===== config.mk =====
export PLATFORM = sky130hd
export DESIGN_NAME = integration_2_exec
export DESIGN_NICKNAME = d
export VERILOG_FILES = /design/src/rtl/integration_2_exec.sv
export SDC_FILE = /design/constraint.sdc
export NUM_CORES = 1
export LEC_CHECK = 0
export ABC_AREA = 1
export CORE_UTILIZATION = 57
export DETAILED_ROUTE_END_ITERATION = 16
export GPL_ROUTABILITY_DRIVEN = 1
export PLACE_DENSITY = 0.86
export SLEW_MARGIN = 20
export SYNTH_ARGS = -nofsm -noshare
export SYNTH_HDL_FRONTEND = slang
export SYNTH_SLANG_ARGS = --single-unit

===== constraint.sdc =====
create_clock -name vclk -period 3
set_input_delay 0.3 -clock vclk [all_inputs]
set_output_delay 0.3 -clock vclk [all_outputs]
set_load 0.005 [all_outputs]

===== src/rtl/integration_2_exec.sv =====
// Execute/memory/writeback slice: 16-bit ALU, 64x16 store RAM, load/ALU mux,
// register-write flag and next-PC selection. Everything but the RAM is combinational.
module integration_2_exec (
    input  logic        clk,
    input  logic        rst,
    input  logic [15:0] reg1data_in,
    input  logic [15:0] reg2data_in,
    input  logic [7:0]  idata_in,
    input  logic [7:0]  jtarget_in,
    input  logic [5:0]  memaddr_in,
    input  logic [4:0]  boffset_in,
    input  logic [2:0]  funct_in,
    input  logic [1:0]  op_in,
    input  logic [1:0]  shamt_in,
    input  logic        bne_in,
    input  logic        jr_in,
    input  logic        jmp,
    input  logic        memread,
    input  logic        memwrite,
    input  logic [31:0] PC_in,
    input  logic [15:0] memdata,
    output logic [31:0] PC_out,
    output logic [15:0] mmuxout,
    output logic        regwrite
);

    localparam logic [1:0] OP_R = 2'b00;
    localparam logic [1:0] OP_I = 2'b01;

    logic [15:0] ALUout;
    logic [15:0] w_base;
    logic [3:0]  w_sh;
    logic        w_unused_jr;

    logic [15:0] mem [0:63];

    // jr_in is reserved; JR is decoded from jmp + funct instead.
    assign w_unused_jr = jr_in;
    assign w_sh        = reg2data_in[3:0];

    always_comb begin
        w_base = 16'h0000;
        ALUout = 16'h0000;
        case (op_in)
            OP_R: begin
                case (funct_in)
                    3'b000:  w_base = ~(reg1data_in & reg2data_in);
                    3'b001:  w_base = reg1data_in ^ reg2data_in;
                    3'b010:  w_base = reg1data_in << w_sh;
                    3'b011:  w_base = reg1data_in >> w_sh;
                    3'b100:  w_base = $unsigned($signed(reg1data_in) >>> w_sh);
                    3'b101:  w_base = reg1data_in + reg2data_in;
                    3'b110:  w_base = reg1data_in - reg2data_in;
                    default: w_base = 16'h0000;
                endcase
                ALUout = w_base << shamt_in;
            end
            OP_I: begin
                case (funct_in)
                    3'b000, 3'b010: ALUout = {idata_in, 8'h00};
                    3'b001, 3'b011: ALUout = {8'h00, idata_in};
                    default:        ALUout = {10'b0, memaddr_in};
                endcase
            end
            default: ALUout = 16'h0000;
        endcase
    end

    assign mmuxout  = memread ? memdata : ALUout;
    assign regwrite = rst & ((op_in == OP_R)
                           | ((op_in == OP_I) & (funct_in <= 3'b001))
                           | memread);

    // Offsets are unsigned displacements; sums wrap at 32 bits.
    always_comb begin
        if (jmp && funct_in == 3'b001)
            PC_out = PC_in + {16'h0000, reg1data_in};
        else if (jmp)
            PC_out = PC_in + {24'h000000, jtarget_in};
        else if (bne_in && (reg1data_in != reg2data_in))
            PC_out = PC_in + {27'h0000000, boffset_in};
        else
            PC_out = PC_in + 32'd2;
    end

    always_ff @(posedge clk or negedge rst) begin
        if (!rst) begin
            for (int i = 0; i < 64; i++)
                mem[i] <= 16'h0000;
        end else if (memwrite) begin
            mem[memaddr_in] <= reg2data_in;
        end
    end

endmodule


==> metrics.md, run 1 <==
| Metric | Value |
|---|---|
| Syn Inst Count | 1874 |
| Die X | 132 um |
| FP Rows | 46 |
| Largest net degree at the start of global routing | 42 |
| Gr usage total | 0.878 |
| Post-synthesis adder-cell area fraction | 0.0929 |
| Placement Cell Area | 14000 sq um |
| Synthesized area per cell | 5.10 sq um |
| DP HPWL | 39.8 mm |
| Dominant cell type by area after synthesis | nand2_1 |
| Grt total ovfl | 311 |
| Tool Error | [ERROR GRT-0116] Global routing finished with congestion. Check the congestion regions in the DRC Viewer. |
| Failing step | global routing (5_1_grt) |
| Largest family of logic cells by synthesized area | simple AND/OR/NAND/NOR gates |
| Synth cell types | 53 |
| Vias in the first global route | 21000 |
| Simple-gate share of the synthesized area | 0.523 |
| Die Y-Extent | 132 um |
| Post-Syn Nets | 2063 |
| Ys Warns | 0 |
| Initial Util | 0.593 |
| Mapped Area | 9560 sq um |
| Run status | stopped before the end |
| XOR/XNOR share of the synthesized area | 0.0852 |
| Mux share of post-synthesis cell area | 0.00419 |
| I/O pins | 170 |
| Hold Buf Count CTS | 0 |
| Port Buffers | 167 |
| Register area share after synthesis | 0 |
| GP Congestion | 1.15 |
| First-pass GRT wire length | 121 mm |
| Synth area leaders | nand2_1 (25%), nand3_1 (12%), ha_1 (8.2%) |
| Post-synthesis compound-gate area fraction | 0.159 |
| Yosys top cell area share | 0.250 |
[cell families after synthesis]
family                     after synthesis
AOI/OAI and AO/OA                      280
buffers and inverters                  292
xor gates and xnor gates                93
adders and majority gates               68
and+or+nand+nor                       1137
muxes                                    4
[layer usage]
| layer | GRT overflow | GRT usage |
|---|---|---|
| met1 | 3 | 0.842 |
| met2 | 208 | 1.04 |
| met3 | 4 | 0.756 |
| met4 | 96 | 0.955 |
| met5 | 0 | 0.327 |
[Yosys cell counts, drive strengths merged, types with 7 or more instances]
library cell,count
xor2,85
xnor2,8
nand4,37
a21oi,117
inv,213
or2,14
o22ai,11
nand2,654
buf,60
o211ai,7
clkbuf,17
nor2,166
nor3,27
nand3,228
o21ai,111
a31oi,14
ha,63
[per-stage QoR]
stage	instances	setup WS (ns)	TNS, ns	utilization
after global placement	2567	-0.561	-20.82	0.866
after CTS	2600	-0.201	-0.755	0.940
after floorplan	1874	0.488	0	-
after detailed placement	2567	-0.724	-25.69	0.866
[repair_timing]
item,4_1_cts
endpoints found under the setup margin,48
pin swaps,81
gates cloned,2
setup buffers,31
gates resized for setup,387
==> run 2, diff against run 1 <==
CORE_UTILIZATION = 40   (was 57)
PLACE_DENSITY = default   (was 0.86)
PLACE_DENSITY_LB_ADDON = 0.15   (was default)
==> run 2 against run 1 <==
The flow now finishes, with violations (setup timing). Synthesized cell count unchanged. Synthesized area unchanged.
==> metrics.md, run 2 <==
| Metric | Value |
|---|---|
| Diode count | 0 |
| Fin worst setup slack | -0.113 ns |
| Failing checks | setup timing |
| Synthesized area per cell | 5.10 sq um (unchanged) |
| First-pass GRT wire length | 74.5 mm |
| CLK BUF | 0 |
| Mapped Area | 9560 sq um (unchanged) |
| Finished Core Util | 0.696 |
| Simple-gate share of the synthesized area | 0.523 (unchanged) |
| Grt total ovfl | 0 |
| Worst Path Required | 2.70 ns |
| DIE AREA | 24500 sq um |
| Num sequential | 0 |
| Gr usage total | 0.397 |
| Post-route antenna net violation count | 0 |
| Total Power | 2.81 mW |
| Initial antenna violation count | 1 |
| Ys Warns | 0 (unchanged) |
| Dominant cell type by area after synthesis | nand2_1 |
| Pre-antenna DRT Iters | 6 |
| Most common cell after layout, fill and taps aside | nand2_1 |
| WS Path Type | in2out |
| Sum Neg Setup Slack | -0.308 ns |
| Post-synthesis compound-gate area fraction | 0.159 (unchanged) |
| Commonest cells post-synth | nand2_1 (636), nand3_1 (222), inv_1 (194), nor2_1 (148), a21oi_1 (114) |
| Period utilization | 1.04 |
| I/O pins | 170 (unchanged) |
| Cell Chain, Critical Path | clkdlybuf4s50_1 -> buf_4 -> buf_4 -> nand3_1 -> inv_1 -> nand2_1 -> nor2_2 -> nand2_1 -> xor2_1 -> nand2_1 -> nand2_1 -> nand2_1 -> nand2_1 -> nand2_1 -> nand2_1 -> clkdlybuf4s50_1 |
| F_max | 0.321 GHz |
| Design area | 16300 sq um |
| Initial Util | 0.407 (-0.186) |
| DP HPWL | 40.4 mm (+1.4%) |
| Worst path max stage delay | 0.52 ns |
| Layout Nets | 2630 |
| Yosys top cell area share | 0.250 (unchanged) |
| Average wire per standard cell | 18.4 um |
| Max-cap violation count | 0 |
| # DRC | 0 |
| Iter 0 DRT Violations | 1599 |
| CP max FO | 5 |
| XOR/XNOR share of the synthesized area | 0.0852 (unchanged) |
| GP Congestion | 1.07 (-7.6%) |
| Routed vias/inst | 5.47 |
| DRT Wirelength | 50.8 mm |
| Crit path arrival time | 2.81 ns |
| Slowest CP cell | clkdlybuf4s50_1 |
| Placement Cell Area | 14400 sq um (+3.1%) |
| Register area share after synthesis | 0 (unchanged) |
| Run status | finished with violations |
| Setup-failing EPs final | 8 |
| Largest family of logic cells by synthesized area | simple AND/OR/NAND/NOR gates |
| Power Dens Cells | 172 nW/um^2 |
| Layout cells sized above 1 | 0.358 |
| Synthesis-to-layout area growth | 70.8% |
| Worst slew pin tran | 0.672 ns |
| Slew Limit Headroom | 0.550 |
| HP Class | in2out |
| Synth cell types | 53 (unchanged) |
| Final hold viol count | 0 |
| VDD IR max | 0.103 mV |
| Min Tclk post-route | 3.11 ns |
| Die Y-Extent | 157 um (+19%) |
| Critical Path Start Type | input port |
| Cell repeated most along the worst path | nand2_1 |
| FF+latch area | 0 sq um |
| Post-Syn Nets | 2063 (unchanged) |
| Port Buffers | 167 (unchanged) |
| Via Count | 15100 |
| Final slew viol count | 0 |
| Die X | 157 um (+19%) |
| Final std cells w/o fill | 2758 |
| Mux share of post-synthesis cell area | 0.00419 (unchanged) |
| Synth area leaders | nand2_1 (25%), nand3_1 (12%), ha_1 (8.2%) |
| Syn Inst Count | 1874 (unchanged) |
| Vias in the first global route | 13500 |
| Fillers | 2229 |
| CP endpoint kind | output port |
| Cell Count Post-Placement | 2699 (+5.1%) |
| Largest net degree at the start of global routing | 42 |
| Commonest non-fill, non-tap cells in the layout | nand2_1 (567), buf_4 (428), nand3_1 (183), inv_1 (170), nor2_1 (99) |
| Core area | 23500 sq um |
| Count leader, synth | nand2_1 |
| RSZ-0062 raised after global routing | yes |
| Static Leak | 8.33 nW |
| Post-synthesis adder-cell area fraction | 0.0929 (unchanged) |
| FP Rows | 56 (+22%) |
[run 2: cell counts after synthesis]
Identical to the previous run, type by type.
[run 2: cell families after synthesis]
family / after synthesis
multiplexers: 4
XOR/XNOR: 93
AO/OA/AOI/OAI: 280
adder cells (fa/ha/maj): 68
AND/OR/NAND/NOR: 1137
buffers and inverters: 292
[run 2: area by class of cell]
cell class / count / area (sq um) / area share
Inverter: 215 / 828 / 0.0507
Multi-Input combinational cell: 1582 / 9680 / 0.593
Tap cell: 319 / 399 / 0.0244
Timing Repair Buffer: 642 / 5430 / 0.332
[run 2: repair_timing]
action | CTS | global route
endpoints found under the setup margin | 48 | 47
setup buffers | 27 | 30
hold buffers | 0 | 0
pin swaps | 71 | 76
resized for setup | 374 | 196
hold endpoints to repair | 0 | 0
cloned | 2 | 0
[run 2: path summary, 6_finish.rpt]
check,endpoint,start,depth (start not counted)
worst max-delay path,PC_out[30],PC_in[14],16
worst min-delay path,mmuxout[10],memdata[10],4
[run 2: per-stage QoR]
stage / hold WS (ns) / setup WS, ns
after floorplan: 0.688 / 0.488
after global placement: 1.54 / -0.652
after detailed placement: 1.53 / -0.713
after CTS: 1.26 / -0.223
after global routing: 1.23 / -0.299
final: 1.20 / -0.113
[run 2: worst max-delay path: cells and delay by family]
kind          cells  cell delay, ns
buf+inv           5            1.41
xor+xnor          1            0.14
simple gates     10            0.97
[run 2: routing by layer]
layer  track usage  vias up  part of all wire
met5             0        -           0.00026
met4        0.0621        2             0.021
met3         0.106       85              0.13
met2         0.585      793              0.41
met1         0.575     6970              0.44
li1              -     7237                 -
[run 2: where the power goes]
group          switching [mW]  internal [mW]
logic                    1.53           1.28
registers                   0              0
clock network               0              0
No activity file was read; power rests on OpenSTA's default activity.
==> run 3, diff against run 2 <==
REMOVE_ABC_BUFFERS = 1   (was default)
==> run 3 against run 2 <==
Cell count rose by 0.58%. Design area barely moved. Critical path type unchanged. The run still ends with setup timing left. Highest routed layer is now met4. Fmax rose by 1.8%. Count of clock-buffer cells in the layout did not move. Combinational power barely moved. Routed wire length rose by 0.61%.
==> metrics.md, run 3 (synthesis gave the netlist of run 2 again) <==
| Metric | Value |
|---|---|
| Placement Cell Area | 14600 sq um (+1.3%) |
| Setup-failing EPs final | 4 (-4) |
| Setup WS pre-CTS | -0.637 ns (+0.0766 ns) |
| CP max FO | 10 (+5) |
| FP Rows | 56 (unchanged) |
| Static Leak | 8.28 nW (-0.60%) |
| Largest net degree at the start of global routing | 36 (-14%) |
| Design area | 16300 sq um (about the same) |
| GP Congestion | 1.03 (-3.8%) |
| Die Y-Extent | 157 um (unchanged) |
| Total Power | 2.84 mW (+0.78%) |
| Port Buffers | 167 (unchanged) |
| Final slew viol count | 0 (unchanged) |
| Fillers | 2129 (-4.5%) |
| Power Dens Cells | 173 nW/um^2 (+0.69%) |
| Layout Nets | 2645 (+0.57%) |
| Die X | 157 um (unchanged) |
| Finished Core Util | 0.697 (about the same) |
| Initial Util | 0.407 (unchanged) |
| FF+latch area | 0 sq um (unchanged) |
| HP Class | in2out |
| # DRC | 0 (unchanged) |
| Hold Buf Count CTS | 0 (unchanged) |
| Sum Neg Setup Slack | -0.186 ns (+0.121 ns) |
| Initial antenna violation count | 0 (-1) |
| Vias in the first global route | 14800 (+9.6%) |
| Cell Count Post-Placement | 2733 (+1.3%) |
| Num sequential | 0 (unchanged) |
| DP HPWL | 41.0 mm (+1.6%) |
| Worst Path Required | 2.70 ns (about the same) |
| Slew Limit Headroom | 0.575 (+0.0250) |
| Routed vias/inst | 5.41 (-1.0%) |
| Layout cells sized above 1 | 0.360 (+0.00188) |
| DIE AREA | 24500 sq um (unchanged) |
| Min-delay src | memdata[1] |
| Pre-antenna DRT Iters | 6 (unchanged) |
| Synthesis-to-layout area growth | 71.0% (about the same) |
| Gr usage total | 0.412 (+0.0153) |
| Critical Path Start Type | input port |
| Worst slew pin tran | 0.634 ns (-0.0374 ns) |
| Min Tclk post-route | 3.06 ns (-0.0546 ns) |
| Max-cap violation count | 0 (unchanged) |
| Grt total ovfl | 0 (unchanged) |
| Endpoint with the worst hold slack | mmuxout[1] |
| Final std cells w/o fill | 2774 (+0.58%) |
| CLK BUF | 0 (unchanged) |
| Failing checks | setup timing |
| Period utilization | 1.02 (-0.0182) |
| CP endpoint kind | output port |
| F_max | 0.327 GHz (+1.8%) |
| Fin worst setup slack | -0.0585 ns (+0.0546 ns) |
| Crit path arrival time | 2.76 ns (-0.05 ns) |
| DRT Wirelength | 51.1 mm (+0.61%) |
| Commonest non-fill, non-tap cells in the layout | nand2_1 (585), buf_4 (457), inv_1 (177), nand3_1 (176), nor2_1 (108) |
| First-pass GRT wire length | 77.7 mm (+4.3%) |
| Via Count | 15000 (-0.45%) |
| Average wire per standard cell | 18.4 um (about the same) |
| Hold Crit Depth | 4 (unchanged) |
| WS Path Type | in2out |
| Multi-input logic area | 9720 sq um (+0.45%) |
| Final hold viol count | 0 (unchanged) |
| Core area | 23500 sq um (unchanged) |
| VDD IR max | 0.113 mV (+10%) |
| Most common cell after layout, fill and taps aside | nand2_1 |
| RSZ-0062 raised after global routing | yes |
| Final hold slack | 1.23 ns (+0.0296 ns) |
| I/O pins | 170 (unchanged) |
| Post-route antenna net violation count | 0 (unchanged) |
| Iter 0 DRT Violations | 1154 (-28%) |
| Run status | finished with violations |
run 3: power breakdown:
group | switching (mW) | internal, mW
clock network | 0 | 0.0000000447
registers | 0 | 0
logic | 1.54 | 1.29
run 3: cell type report:
cell class,instances,area share
multi-input cells,1582,0.595
inverters,215,0.0508
well taps,319,0.0244
repair buffers,657,0.330
diodes,1,0.000153
run 3: worst max path at each step:
| stage | startpoint | end | slack, ns |
|---|---|---|---|
| final | reg2data_in[14] | PC_out[2] | -0.06 |
| after global routing | reg1data_in[1] | mmuxout[11] | -0.18 |
| after CTS | PC_in[7] | PC_out[22] | -0.02 |
| after detailed placement | reg1data_in[0] | mmuxout[12] | -0.64 |
| after global placement | reg2data_in[2] | PC_out[5] | -0.58 |
| after floorplan | funct_in[2] | PC_out[12] | -0.22 |
run 3: critical path, cell delays in order:
cell and delay (ns):
clkdlybuf4s50_1 0.50, inv_1 0.06, ha_1 0.33, nand2_4 0.10, nor2_4 0.11, nand3_4 0.11
nand2_8 0.14, inv_8 0.06, buf_4 0.13, o21ai_0 0.08, o211ai_1 0.13, a31oi_1 0.15
clkdlybuf4s50_1 0.53
run 3: what timing repair did:
action | in CTS | in global routing
endpoints found under the setup margin | 48 | 44
cloned | 1 | 0
pin swaps | 101 | 39
setup buffers | 35 | 4
gates resized for setup | 447 | 118
run 3: per-layer routing:
| layer | vias up | wire length, um | global-route usage |
|---|---|---|---|
| met5 | - | 0 | 0 |
| met1 | 6819 | 18600 | 0.432 |
| met4 | 0 | 4990 | 0.355 |
| met3 | 232 | 2970 | 0.0485 |
| met2 | 690 | 24600 | 0.733 |
| li1 | 7278 | - | - |
==> run 4, diff against run 3 <==
CORE_ASPECT_RATIO = 1.2   (was default)
CORE_MARGIN = 2   (was default)
CORE_UTILIZATION = 56   (was 40)
==> run 4 against run 3 <==
The run now fails in global routing (5_1_grt). Synthesized cell count did not move. Synthesized area unchanged.
==> metrics.md, run 4 <==
| Metric | Value |
|---|---|
| Run status | stopped before the end |
| Failing step | global routing (5_1_grt) |
| Tool Error | [ERROR GRT-0116] Global routing finished with congestion. Check the congestion regions in the DRC Viewer. |
| Yosys top cell area share | 0.250 (unchanged) |
| Count leader, synth | nand2_1 |
| Ys Warns | 0 (unchanged) |
| Dominant cell type by area after synthesis | nand2_1 |
| Port Buffers | 167 (unchanged) |
| Gr usage total | 0.774 |
| Die Y-Extent | 147 um (-6.0%) |
| GP Congestion | 1.21 (+18%) |
| Commonest cells post-synth | nand2_1 (636), nand3_1 (222), inv_1 (194), nor2_1 (148), a21oi_1 (114) |
| Setup WS pre-CTS | -0.581 ns (+0.0559 ns) |
| Vias in the first global route | 19600 |
| Cell Count Post-Placement | 2583 (-5.5%) |
| Grt total ovfl | 260 |
| Synth cell types | 53 (unchanged) |
| I/O pins | 170 (unchanged) |
| FP Rows | 52 (-7.1%) |
| First-pass GRT wire length | 112 mm |
| Hold Buf Count CTS | 0 (unchanged) |
| Initial Util | 0.570 (+0.162) |
| DP HPWL | 37.5 mm (-8.7%) |
| Mapped Area | 9560 sq um (unchanged) |
| Synth area leaders | nand2_1 (25%), nand3_1 (12%), ha_1 (8.2%) |
| Synthesized area per cell | 5.10 sq um (unchanged) |
| Die X | 123 um (-21%) |
| Register area share after synthesis | 0 (unchanged) |
| Syn Inst Count | 1874 (unchanged) |
| Largest net degree at the start of global routing | 37 |
[run 4: cell counts after synthesis]
No cell type changed its count.
[run 4: kinds of logic after synthesis]
kind of cell,after synthesis,share of synthesized area
simple gates,1137,0.523
buf+inv,292,0.136
compound gates,280,0.159
xor+xnor,93,0.0852
fa+ha+maj,68,0.0929
mux,4,0.00419
[run 4: per-layer routing]
| layer | overflow | GRT usage |
|---|---|---|
| met5 | 0 | 0.210 |
| met4 | 78 | 0.798 |
| met1 | 4 | 0.747 |
| met2 | 173 | 0.962 |
| met3 | 5 | 0.611 |
[run 4: stage by stage]
step                      instance area, sq um  setup TNS [ns]
after global placement                   14100          -17.70
after CTS                                15200          -0.364
after detailed placement                 14100          -21.45
after floorplan                           9080           -1.91
[run 4: timing repair]
action / in CTS
endpoints found under the setup margin: 48
resized for setup: 350
pin swaps: 73
cloned: 0
buffers inserted: 31
